--- src/rtl/pipe_trace_buffer_if.sv ---
`timescale 1ns/1ps
// Tap and readout bundle for pipe_trace_buffer: capture tuple, trigger control, status and
// the oldest-first read port. master drives the taps/controls, slave is the trace buffer.
interface pipe_trace_buffer_if #(
  parameter int unsigned XLEN  = 32,
  parameter int unsigned DEPTH = 16,
  parameter int unsigned TS_W  = 16
);
  localparam int unsigned CntW = $clog2(DEPTH) + 1;

  logic            cap_valid;
  logic [XLEN-1:0] pc;
  logic [XLEN-1:0] instr;
  logic [XLEN-1:0] result;
  logic            arm;
  logic            trig_en;
  logic [XLEN-1:0] trig_pc;
  logic            force_trig;
  logic            rd_en;

  logic [1:0]      state;
  logic            triggered;
  logic            done;
  logic [CntW-1:0] count;
  logic            rd_valid;
  logic [XLEN-1:0] rd_pc;
  logic [XLEN-1:0] rd_instr;
  logic [XLEN-1:0] rd_result;
  logic            rd_last;
  logic [TS_W-1:0] rd_ts;

  modport master (
    output cap_valid, pc, instr, result, arm, trig_en, trig_pc, force_trig, rd_en,
    input  state, triggered, done, count, rd_valid, rd_pc, rd_instr, rd_result, rd_last, rd_ts
  );

  modport slave (
    input  cap_valid, pc, instr, result, arm, trig_en, trig_pc, force_trig, rd_en,
    output state, triggered, done, count, rd_valid, rd_pc, rd_instr, rd_result, rd_last, rd_ts
  );
endinterface

--- src/rtl/pipe_trace_buffer.sv ---
`timescale 1ns/1ps
// Circular trace buffer of retired (pc, instr, result) tuples with PC/forced trigger and
// oldest-first readout. Define TRACE_TIMESTAMP_EN to store a free-running cycle stamp per entry.
module pipe_trace_buffer #(
  parameter int unsigned XLEN      = 32,
  parameter int unsigned DEPTH     = 16,
  parameter int unsigned POST_TRIG = 4,
  parameter int unsigned TS_W      = 16
) (
  input logic                clk,
  input logic                rst,
  pipe_trace_buffer_if.slave bus
);
  localparam int unsigned PtrW = $clog2(DEPTH);
  localparam int unsigned CntW = PtrW + 1;
  localparam logic [CntW-1:0] DepthC = CntW'(DEPTH);
  localparam logic [CntW-1:0] PostC  = CntW'(POST_TRIG);

  typedef enum logic [1:0] {StIdle = 2'd0, StArmed = 2'd1, StPost = 2'd2, StDone = 2'd3} state_e;

  state_e          state_q, state_d;
  logic [PtrW-1:0] wr_ptr_q, wr_ptr_d, rd_ptr_q, rd_ptr_d;
  logic [CntW-1:0] count_q, count_d, post_q, post_d, rd_left_q, rd_left_d;
  logic            trig_q, trig_d, rd_valid_q, rd_valid_d, rd_last_q, rd_last_d;
  logic [XLEN-1:0] rd_pc_q, rd_pc_d, rd_instr_q, rd_instr_d, rd_result_q, rd_result_d;
  logic            wr_en, rd_fire, hit, go_done;

  logic [XLEN-1:0] mem_pc_q     [DEPTH];
  logic [XLEN-1:0] mem_instr_q  [DEPTH];
  logic [XLEN-1:0] mem_result_q [DEPTH];

  always_comb begin
    state_d    = state_q;
    wr_ptr_d   = wr_ptr_q;
    rd_ptr_d   = rd_ptr_q;
    count_d    = count_q;
    post_d     = post_q;
    rd_left_d  = rd_left_q;
    trig_d     = trig_q;
    rd_valid_d = 1'b0;
    rd_last_d  = 1'b0;
    wr_en      = 1'b0;
    rd_fire    = 1'b0;
    go_done    = 1'b0;
    hit        = bus.force_trig || (bus.trig_en && bus.cap_valid && (bus.pc == bus.trig_pc));

    unique case (state_q)
      StArmed: begin
        wr_en = bus.cap_valid;
        if (hit) begin
          trig_d = 1'b1;
          if (POST_TRIG == 0) go_done = 1'b1;
          else                state_d = StPost;
        end
      end
      StPost: begin
        if (bus.cap_valid) begin
          wr_en  = 1'b1;
          post_d = post_q + CntW'(1);
          if (post_d == PostC) go_done = 1'b1;
        end
      end
      StIdle, StDone: begin
        // arm takes priority over a same-cycle read, which is simply dropped
        if (bus.arm) begin
          state_d  = StArmed;
          wr_ptr_d = '0;
          count_d  = '0;
          post_d   = '0;
          trig_d   = 1'b0;
        end else if (state_q == StDone && bus.rd_en && rd_left_q != '0) begin
          rd_fire    = 1'b1;
          rd_valid_d = 1'b1;
          rd_last_d  = (rd_left_q == CntW'(1));
          rd_ptr_d   = rd_ptr_q + PtrW'(1);
          rd_left_d  = rd_left_q - CntW'(1);
        end
      end
      default: state_d = StIdle;
    endcase

    if (wr_en) begin
      wr_ptr_d = wr_ptr_q + PtrW'(1);
      if (count_q != DepthC) count_d = count_q + CntW'(1);
    end

    // Once the buffer has wrapped, the oldest entry sits at the next write slot
    if (go_done) begin
      state_d   = StDone;
      rd_left_d = count_d;
      rd_ptr_d  = (count_d == DepthC) ? wr_ptr_d : '0;
    end

    rd_pc_d     = rd_fire ? mem_pc_q[rd_ptr_q]     : rd_pc_q;
    rd_instr_d  = rd_fire ? mem_instr_q[rd_ptr_q]  : rd_instr_q;
    rd_result_d = rd_fire ? mem_result_q[rd_ptr_q] : rd_result_q;
  end

  always_ff @(posedge clk or negedge rst) begin
    if (!rst) begin
      state_q     <= StIdle;
      wr_ptr_q    <= '0;
      rd_ptr_q    <= '0;
      count_q     <= '0;
      post_q      <= '0;
      rd_left_q   <= '0;
      trig_q      <= 1'b0;
      rd_valid_q  <= 1'b0;
      rd_last_q   <= 1'b0;
      rd_pc_q     <= '0;
      rd_instr_q  <= '0;
      rd_result_q <= '0;
    end else begin
      state_q     <= state_d;
      wr_ptr_q    <= wr_ptr_d;
      rd_ptr_q    <= rd_ptr_d;
      count_q     <= count_d;
      post_q      <= post_d;
      rd_left_q   <= rd_left_d;
      trig_q      <= trig_d;
      rd_valid_q  <= rd_valid_d;
      rd_last_q   <= rd_last_d;
      rd_pc_q     <= rd_pc_d;
      rd_instr_q  <= rd_instr_d;
      rd_result_q <= rd_result_d;
    end
  end

  always_ff @(posedge clk) begin
    if (wr_en) begin
      mem_pc_q[wr_ptr_q]     <= bus.pc;
      mem_instr_q[wr_ptr_q]  <= bus.instr;
      mem_result_q[wr_ptr_q] <= bus.result;
    end
  end

`ifdef TRACE_TIMESTAMP_EN
  logic [TS_W-1:0] ts_q, ts_d, rd_ts_q, rd_ts_d;
  logic [TS_W-1:0] mem_ts_q [DEPTH];

  always_comb begin
    ts_d    = ts_q + TS_W'(1);
    rd_ts_d = rd_fire ? mem_ts_q[rd_ptr_q] : rd_ts_q;
  end

  always_ff @(posedge clk or negedge rst) begin
    if (!rst) begin
      ts_q    <= '0;
      rd_ts_q <= '0;
    end else begin
      ts_q    <= ts_d;
      rd_ts_q <= rd_ts_d;
    end
  end

  always_ff @(posedge clk) begin
    if (wr_en) mem_ts_q[wr_ptr_q] <= ts_q;
  end

  assign bus.rd_ts = rd_ts_q;
`else
  assign bus.rd_ts = {TS_W{1'b0}};
`endif

  assign bus.state     = state_q;
  assign bus.triggered = trig_q;
  assign bus.done      = (state_q == StDone);
  assign bus.count     = count_q;
  assign bus.rd_valid  = rd_valid_q;
  assign bus.rd_last   = rd_last_q;
  assign bus.rd_pc     = rd_pc_q;
  assign bus.rd_instr  = rd_instr_q;
  assign bus.rd_result = rd_result_q;
endmodule
--- src/flat_wrapper.sv ---
// flat-port wrapper written by rule: the top's interface ports become plain ports
module pipe_trace_buffer_flat 
#(
  parameter int unsigned XLEN      = 32,
  parameter int unsigned DEPTH     = 16,
  parameter int unsigned POST_TRIG = 4,
  parameter int unsigned TS_W      = 16
)
  (clk, rst, bus_cap_valid, bus_pc, bus_instr, bus_result, bus_arm, bus_trig_en, bus_trig_pc, bus_force_trig, bus_rd_en, bus_state, bus_triggered, bus_done, bus_count, bus_rd_valid, bus_rd_pc, bus_rd_instr, bus_rd_result, bus_rd_last, bus_rd_ts);
  pipe_trace_buffer_if #(.XLEN(XLEN), .DEPTH(DEPTH), .TS_W(TS_W)) bus_i ();
  input logic clk;
  input logic rst;
  input wire logic [$bits(bus_i.cap_valid)-1:0] bus_cap_valid;
  input wire logic [$bits(bus_i.pc)-1:0] bus_pc;
  input wire logic [$bits(bus_i.instr)-1:0] bus_instr;
  input wire logic [$bits(bus_i.result)-1:0] bus_result;
  input wire logic [$bits(bus_i.arm)-1:0] bus_arm;
  input wire logic [$bits(bus_i.trig_en)-1:0] bus_trig_en;
  input wire logic [$bits(bus_i.trig_pc)-1:0] bus_trig_pc;
  input wire logic [$bits(bus_i.force_trig)-1:0] bus_force_trig;
  input wire logic [$bits(bus_i.rd_en)-1:0] bus_rd_en;
  output wire logic [$bits(bus_i.state)-1:0] bus_state;
  output wire logic [$bits(bus_i.triggered)-1:0] bus_triggered;
  output wire logic [$bits(bus_i.done)-1:0] bus_done;
  output wire logic [$bits(bus_i.count)-1:0] bus_count;
  output wire logic [$bits(bus_i.rd_valid)-1:0] bus_rd_valid;
  output wire logic [$bits(bus_i.rd_pc)-1:0] bus_rd_pc;
  output wire logic [$bits(bus_i.rd_instr)-1:0] bus_rd_instr;
  output wire logic [$bits(bus_i.rd_result)-1:0] bus_rd_result;
  output wire logic [$bits(bus_i.rd_last)-1:0] bus_rd_last;
  output wire logic [$bits(bus_i.rd_ts)-1:0] bus_rd_ts;
  assign bus_i.cap_valid = bus_cap_valid;
  assign bus_i.pc = bus_pc;
  assign bus_i.instr = bus_instr;
  assign bus_i.result = bus_result;
  assign bus_i.arm = bus_arm;
  assign bus_i.trig_en = bus_trig_en;
  assign bus_i.trig_pc = bus_trig_pc;
  assign bus_i.force_trig = bus_force_trig;
  assign bus_i.rd_en = bus_rd_en;
  assign bus_state = bus_i.state;
  assign bus_triggered = bus_i.triggered;
  assign bus_done = bus_i.done;
  assign bus_count = bus_i.count;
  assign bus_rd_valid = bus_i.rd_valid;
  assign bus_rd_pc = bus_i.rd_pc;
  assign bus_rd_instr = bus_i.rd_instr;
  assign bus_rd_result = bus_i.rd_result;
  assign bus_rd_last = bus_i.rd_last;
  assign bus_rd_ts = bus_i.rd_ts;
  pipe_trace_buffer #(.XLEN(XLEN), .DEPTH(DEPTH), .POST_TRIG(POST_TRIG), .TS_W(TS_W)) u_core (.clk(clk), .rst(rst), .bus(bus_i));
endmodule
--- config.mk ---
export PLATFORM = sky130hd
export DESIGN_NAME = pipe_trace_buffer_flat
export DESIGN_NICKNAME = d
export VERILOG_FILES = /design/src/rtl/pipe_trace_buffer_if.sv /design/src/rtl/pipe_trace_buffer.sv /design/src/flat_wrapper.sv
export SDC_FILE = /design/constraint.sdc
export NUM_CORES = 2
export LEC_CHECK = 0
export ABC_CLOCK_PERIOD_IN_PS = 9200
export CAP_MARGIN = 25
export CORE_MARGIN = 2
export CORE_UTILIZATION = 65
export CTS_BUF_LIST = sky130_fd_sc_hd__clkbuf_16
export CTS_CLUSTER_SIZE = 14
export DETAILED_ROUTE_END_ITERATION = 16
export PLACE_DENSITY_LB_ADDON = 0.08
export RECOVER_POWER = 50
export SYNTH_ARGS = -nofsm -noshare
export SYNTH_HDL_FRONTEND = slang
export SYNTH_SLANG_ARGS = --single-unit
--- constraint.sdc ---
create_clock -name clk -period 9.2 [get_ports clk]
set_clock_uncertainty 0.2 [all_clocks]
set_input_delay 1.84 -clock clk [delete_from_list [all_inputs] [get_ports clk]]
set_output_delay 1.84 -clock clk [all_outputs]
set_load 0.05 [all_outputs]
# Yosys cells after proc, flatten, opt, wreduce, memory -nomap -nowiden
# Memory sizes are Yosys's and may differ from the RTL's. A register that Yosys moved wholly into a read port is not among the register bits.
# Cells that the tools add are included.
totals:
  regBits: 28
  ram_bits: 1536
  out_inout_bits: 123
  memories: 3
mem_list:
  columns: ["name", "words", "width", "read_ports", "rd_ports_with_merged_regs", "wr", "line", "rtl"]
  rows:
  - ["u_core.mem_instr_q", 16, 32, 1, 1, 1, "pipe_trace_buffer.sv:29", "logic [XLEN-1:0] mem_instr_q [DEPTH];"]
  - ["u_core.mem_pc_q", 16, 32, 1, 1, 1, "pipe_trace_buffer.sv:28", "logic [XLEN-1:0] mem_pc_q [DEPTH];"]
  - ["u_core.mem_result_q", 16, 32, 1, 1, 1, "pipe_trace_buffer.sv:30", "logic [XLEN-1:0] mem_result_q [DEPTH];"]
op_classes:
  n_addsub: 5
  n_eq_ne: 14
  n_mux: 39
  n_reduce_logical: 20
ops:
  columns: ["operator", "count"]
  rows:
  - ["5-bit two-way mux", 10]
  - ["32-bit == test", 1]
  - ["4-bit two-way mux", 8]
  - ["1-bit two-way mux", 14]
  - ["3-bit AND reduction", 4]
  - ["5-bit by 1-bit adder with 5-bit output (second input constant)", 2]
  - ["5-bit case mux with 2 select lines", 1]
  - ["4-bit by 1-bit adder with 4-bit output (second input constant)", 2]
  - ["2-bit nonzero test", 4]
  - ["2-bit two-way mux", 3]
  - ["5-bit by 1-bit == test with 1-bit output (second input constant)", 1]
  - ["5-bit by 3-bit == test with 1-bit output (second input constant)", 1]
  - ["5-bit == test (second input constant)", 1]
  - ["5-bit inequality test (second input constant)", 1]
  - ["5-bit nonzero test", 1]
  - ["5-bit by 1-bit subtractor with 5-bit output (second input constant)", 1]
  - ["2-bit == test (second input constant)", 2]
  - ["1-bit logical AND", 4]
  - ["2-bit by 1-bit inequality test with 1-bit output (second input constant)", 2]
  - ["2-bit inequality test (second input constant)", 2]
  - ["1-bit case mux with 2 select lines", 2]
  - ["2-bit case mux with 2 select lines", 1]
  - ["1-bit zero test", 3]
  - ["3-bit by 1-bit inequality test with 1-bit output (second input constant)", 1]
  - ["other kinds (6)", 6]

# Longest topological paths before layout
logic_depth:
  word_depth: 8
  depth_mapped: 10

# Least setup slack after synthesis
# Ideal clock, no wire load.
synth_path:
  path_kind: "input to register"
  start: "input port bus_cap_valid"
  end: "memory u_core.mem_instr_q[4][0], enable pin"
  setup_ps: 466
  arrival_time_ps: 4824
  t_required_ps: 8534
  slack_ps: 3710
  path_stages: 6
  path_cell_list: "buf_2 -> nor2b_1 -> clkbuf_1 -> nand2_1 -> nor2_1 -> and2_1"
synth_between:
  elab_chain_len: 4
synth_lines:
  columns: ["item", "line", "rtl"]
  rows:
  - ["start, declared", "flat_wrapper.sv:13", "input wire logic [$bits(bus_i.cap_valid)-1:0] bus_cap_valid;"]
  - ["1-bit two-way mux", "pipe_trace_buffer.sv:57", "if (bus.cap_valid) begin"]
  - ["1-bit case mux with 2 select lines (*)", "pipe_trace_buffer.sv:47", "unique case (state_q)"]
  - ["1-bit two-way mux (*)", "pipe_trace_buffer.sv:130", "if (wr_en) begin"]
  - ["1-bit two-way mux (implied by the code) (*)", "pipe_trace_buffer.sv:132", "mem_instr_q[wr_ptr_q] <= bus.instr;"]
  - ["end, declared", "pipe_trace_buffer.sv:29", null]
# Every way passes the cells marked *; elsewhere a longest branch is shown, timed or not.

# Worst setup path in the final report
layout_path:
  start: "input port bus_cap_valid"
  end: "memory u_core.mem_pc_q[13][27], enable pin"
layout_between:
  elab_chain_len: 4
layout_lines:
  columns: ["item", "line", "rtl"]
  rows:
  - ["1-bit two-way mux", "pipe_trace_buffer.sv:57", null]
  - ["1-bit case mux with 2 select lines (*)", "pipe_trace_buffer.sv:47", null]
  - ["1-bit two-way mux (*)", "pipe_trace_buffer.sv:130", null]
  - ["1-bit two-way mux (implied by the code) (*)", "pipe_trace_buffer.sv:131", "mem_pc_q[wr_ptr_q] <= bus.pc;"]
  - ["end, declared", "pipe_trace_buffer.sv:28", null]
# Marks and branches as above.

==> impl_metrics.env <==
export IMPL_initial_core_util_pct=65.54
export IMPL_vias_per_cell=6.728
export IMPL_gr_total_overflow=0
export IMPL_postCtsHoldBufs=0
export IMPL_synthFlopType="edfxtp_1"
export IMPL_r2r_slack_ps=3850
export IMPL_total_power_w=0.02157
export IMPL_synth_area_um2=63290
export IMPL_drive_gt1_share_pct=28.05
export IMPL_top_layer="met5"
export IMPL_grt_pass1_wl_um=206200
export IMPL_die_area_um2=99880
export IMPL_finalInstanceArea_um2=72320
export IMPL_grt_start_max_net_pins=160
export IMPL_status="finished with violations"
export IMPL_pwr_share_seq_pct=43.0
export IMPL_slew_violations=128
export IMPL_clock_latency_ps=750
export IMPL_r2r_cells=7
export IMPL_worstPathArrival_ps=6340
export IMPL_antenna_found_initial=23
export IMPL_grt_pass1_vias=30522
export IMPL_wl_met1_um=54230
export IMPL_fp_coreArea_um2=96570
export IMPL_place_hpwl_um=75380
export IMPL_drtIter0Drc=3001
export IMPL_setup_violations=0
export IMPL_post_route_period_util_pct=67.13
export IMPL_finalHoldViolations=0
export IMPL_post_cts_setup_buffer_count=0
export IMPL_area_delta_synth_final_pct=14.27
export IMPL_timing_rr_start="u_core.bus.state[0]$_DFFE_PN0P_"
export IMPL_clock_sinks=1660
export IMPL_cts_max_path_buffers=3
export IMPL_synth_edff_count=1536
export IMPL_cp_required_ps=9370
export IMPL_track_usage_pct=29.06
export IMPL_crit_type="input pin to register"
export IMPL_io_pins=258
export IMPL_finalCriticalPeriod_ps=6176
export IMPL_ant_nets=0
export IMPL_layout_common_cells="1536 x edfxtp_1, 480 x mux4_2, 167 x clkbuf_16, 142 x clkdlybuf4s50_1, 120 x dfrtp_1"
export IMPL_setup_tns_final_ps=0
export IMPL_wl_um=140400
export IMPL_hold_class="register to register"
export IMPL_p_per_area_nw_per_um2=298.2
export IMPL_rows=114
export IMPL_drc_errors=0
export IMPL_violations="capacitance limit, slew limit"
export IMPL_ir_worst_vdd_mv=0.2183
export IMPL_gp_congestion=0.7936
export IMPL_clkPwrFrac_pct=29.2
export IMPL_dr_wl_met2_um=71910
export IMPL_worstHoldStart="u_core.bus.rd_pc[28]$_DFFE_PN0P_"
export IMPL_routedWlPerCell_um=32.40
export IMPL_root_buffer="clkbuf_16"
export IMPL_final_common_cell="edfxtp_1"
export IMPL_cts_tree="built"
export IMPL_place_inst=4024
export IMPL_ys_ff_latch=1660
export IMPL_layout_cells_non_filler=4333
export IMPL_fmax_ghz=0.1619
export IMPL_leakage_nw=23.33
export IMPL_yosysSeqAreaShare_pct=77.78
export IMPL_synth_distinct_cells=51
export IMPL_p_int_w=0.01531
export IMPL_rr_endpoint="u_core.mem_pc_q[13][27]$_DFFE_PP_"
export IMPL_h_tree_depth=4
export IMPL_finish_utilization_pct=74.89
export IMPL_swShare_pct=29.02
export IMPL_worstMarginPinSlew_ps=4608
export IMPL_yosys_warnings=0
export IMPL_portBuffers=241
export IMPL_avgSynthCellArea_um2=24.43
export IMPL_power_switching_w=0.006258
export IMPL_min_path_cells=1
export IMPL_cap_violations=4
export IMPL_cts_buffers=161
export IMPL_vias=29151
export IMPL_fin_nets=3064
export IMPL_die_w_um=316.0
export IMPL_clkTransAtPathRegs_ps=60
export IMPL_p_comb_share_pct=27.8
export IMPL_path_max_fanout=43
export IMPL_rsz0062_at_grt="no"
export IMPL_cts_resized=0
export IMPL_whs_endpoint="u_core.bus.rd_pc[28]$_DFFE_PN0P_"
export IMPL_placed_area_um2=67160
export IMPL_die_height_um=316.0
export IMPL_dr_pass1_iters=6
export IMPL_setup_worst_path_end_class="register"
export IMPL_dr_wl_met3_um=9745
export IMPL_synth_async_sr_flop_share_pct=7.470
export IMPL_slew_headroom_pct=-207.2
export IMPL_synthCells=2591
export IMPL_critPathLaunchType="input pin"
[state kept, by name, summed over array words and instances, names as in the netlist]
signal,count
u_core.bus.count,5
u_core.bus.rd_instr,32
u_core.bus.rd_last,1
u_core.bus.rd_pc,32
u_core.bus.rd_result,32
u_core.bus.rd_valid,1
u_core.bus.state,2
u_core.bus.triggered,1
u_core.mem_instr_q,512
u_core.mem_pc_q,512
u_core.mem_result_q,512
u_core.post_q,5
u_core.rd_left_q,5
u_core.rd_ptr_q,4
u_core.wr_ptr_q,4
[power by group through the flow]
stage / clock, W / combinational (W) / sequential, W
6_report: 0.00629 / 0.00599 / 0.00928
5_1_grt: 0.00665 / 0.00632 / 0.00934
4_1_cts: 0.00637 / 0.00607 / 0.00929
3_5_place_dp: 0 / 0.00601 / 0.00943
3_3_place_gp: 0 / 0.00592 / 0.00938
2_1_floorplan: 0 / 0.00364 / 0.00999
[area by class of cell]
type / instances / area, um^2
antenna: 9 / 22.52
clock buffer: 167 / 4179
clock inverter: 129 / 884.6
fill: 5054 / 24240
inverter: 14 / 52.55
multi-input combinational: 791 / 13370
sequential: 1660 / 49240
tap: 1276 / 1597
timing repair buffer: 287 / 2970
[cells in the mapped netlist, drive strengths merged, types with 2 or more instances]
cell	number	area [um^2]
a21boi	2	15.02
a21oi	20	103.9
a31oi	2	12.51
a32oi	3	26.28
a41oi	2	17.52
and2	16	100.1
and3	6	37.54
buf	71	454.2
clkbuf	69	259.0
dfrtp	124	3103
edfxtp	1536	46120
ha	14	175.2
inv	14	52.55
mux2	99	1115
mux2i	4	40.04
mux4	480	10810
nand2	12	45.04
nand2b	6	37.54
nand3	13	65.06
nand3b	2	15.01
nand4	9	56.30
nor2	12	45.04
nor2b	5	31.28
nor3	5	25.02
nor3b	3	22.52
nor4	2	27.53
o21ai	11	55.05
xnor2	29	254.0
xor2	6	52.55
[logic make-up (layout without fill, tap and decap cells)]
kind of cell	after synthesis	after routing	synth area share (%)
other	1	25	0.005925
buffers and inverters	155	597	1.224
flip-flops	1660	1660	77.78
AO/OA/AOI/OAI	46	46	0.4429
AND/OR/NAND/NOR	97	97	0.8778
adder cells (fa/ha/maj)	14	14	0.2768
XOR/XNOR	35	35	0.4844
multiplexers	583	583	18.91
[critical path: stages]
cell and delay [ps]:
dlygate4sd3_1 750, nor2b_1 580, and3_1 330, and2_0 1750, buf_16 300, buf_4 690
[routing by layer]
metal / track usage [%] / vias to the layer above
met2: 47.91 / 1392
li1: - / 11712
met5: 0 / -
met1: 40.88 / 15780
met4: 9.543 / 20
met3: 4.748 / 247
[through the flow]
step,hold WS (ps),worst slack (ps)
floorplan,305.4,3710
global route,322.8,2730
CTS,307.5,4162
detailed placement,294.6,3425
global placement,288.6,3473
finish,305.5,3024
[worst max path at each step]
stage               depth (start not counted)  slack, ps                                   end     startpoint
floorplan                                   6       3710    u_core.mem_instr_q[4][0]$_DFFE_PP_  bus_cap_valid
global placement                            6       3470      u_core.mem_pc_q[4][16]$_DFFE_PP_  bus_cap_valid
detailed placement                          6       3430  u_core.mem_result_q[5][13]$_DFFE_PP_  bus_cap_valid
CTS                                         6       4160      u_core.mem_pc_q[5][19]$_DFFE_PP_  bus_cap_valid
global route                                2       2730        u_core.rd_ptr_q[0]$_DFFE_PN0P_            rst
finish                                      6       3020     u_core.mem_pc_q[13][27]$_DFFE_PP_  bus_cap_valid
(Power assumes the default switching activity.)
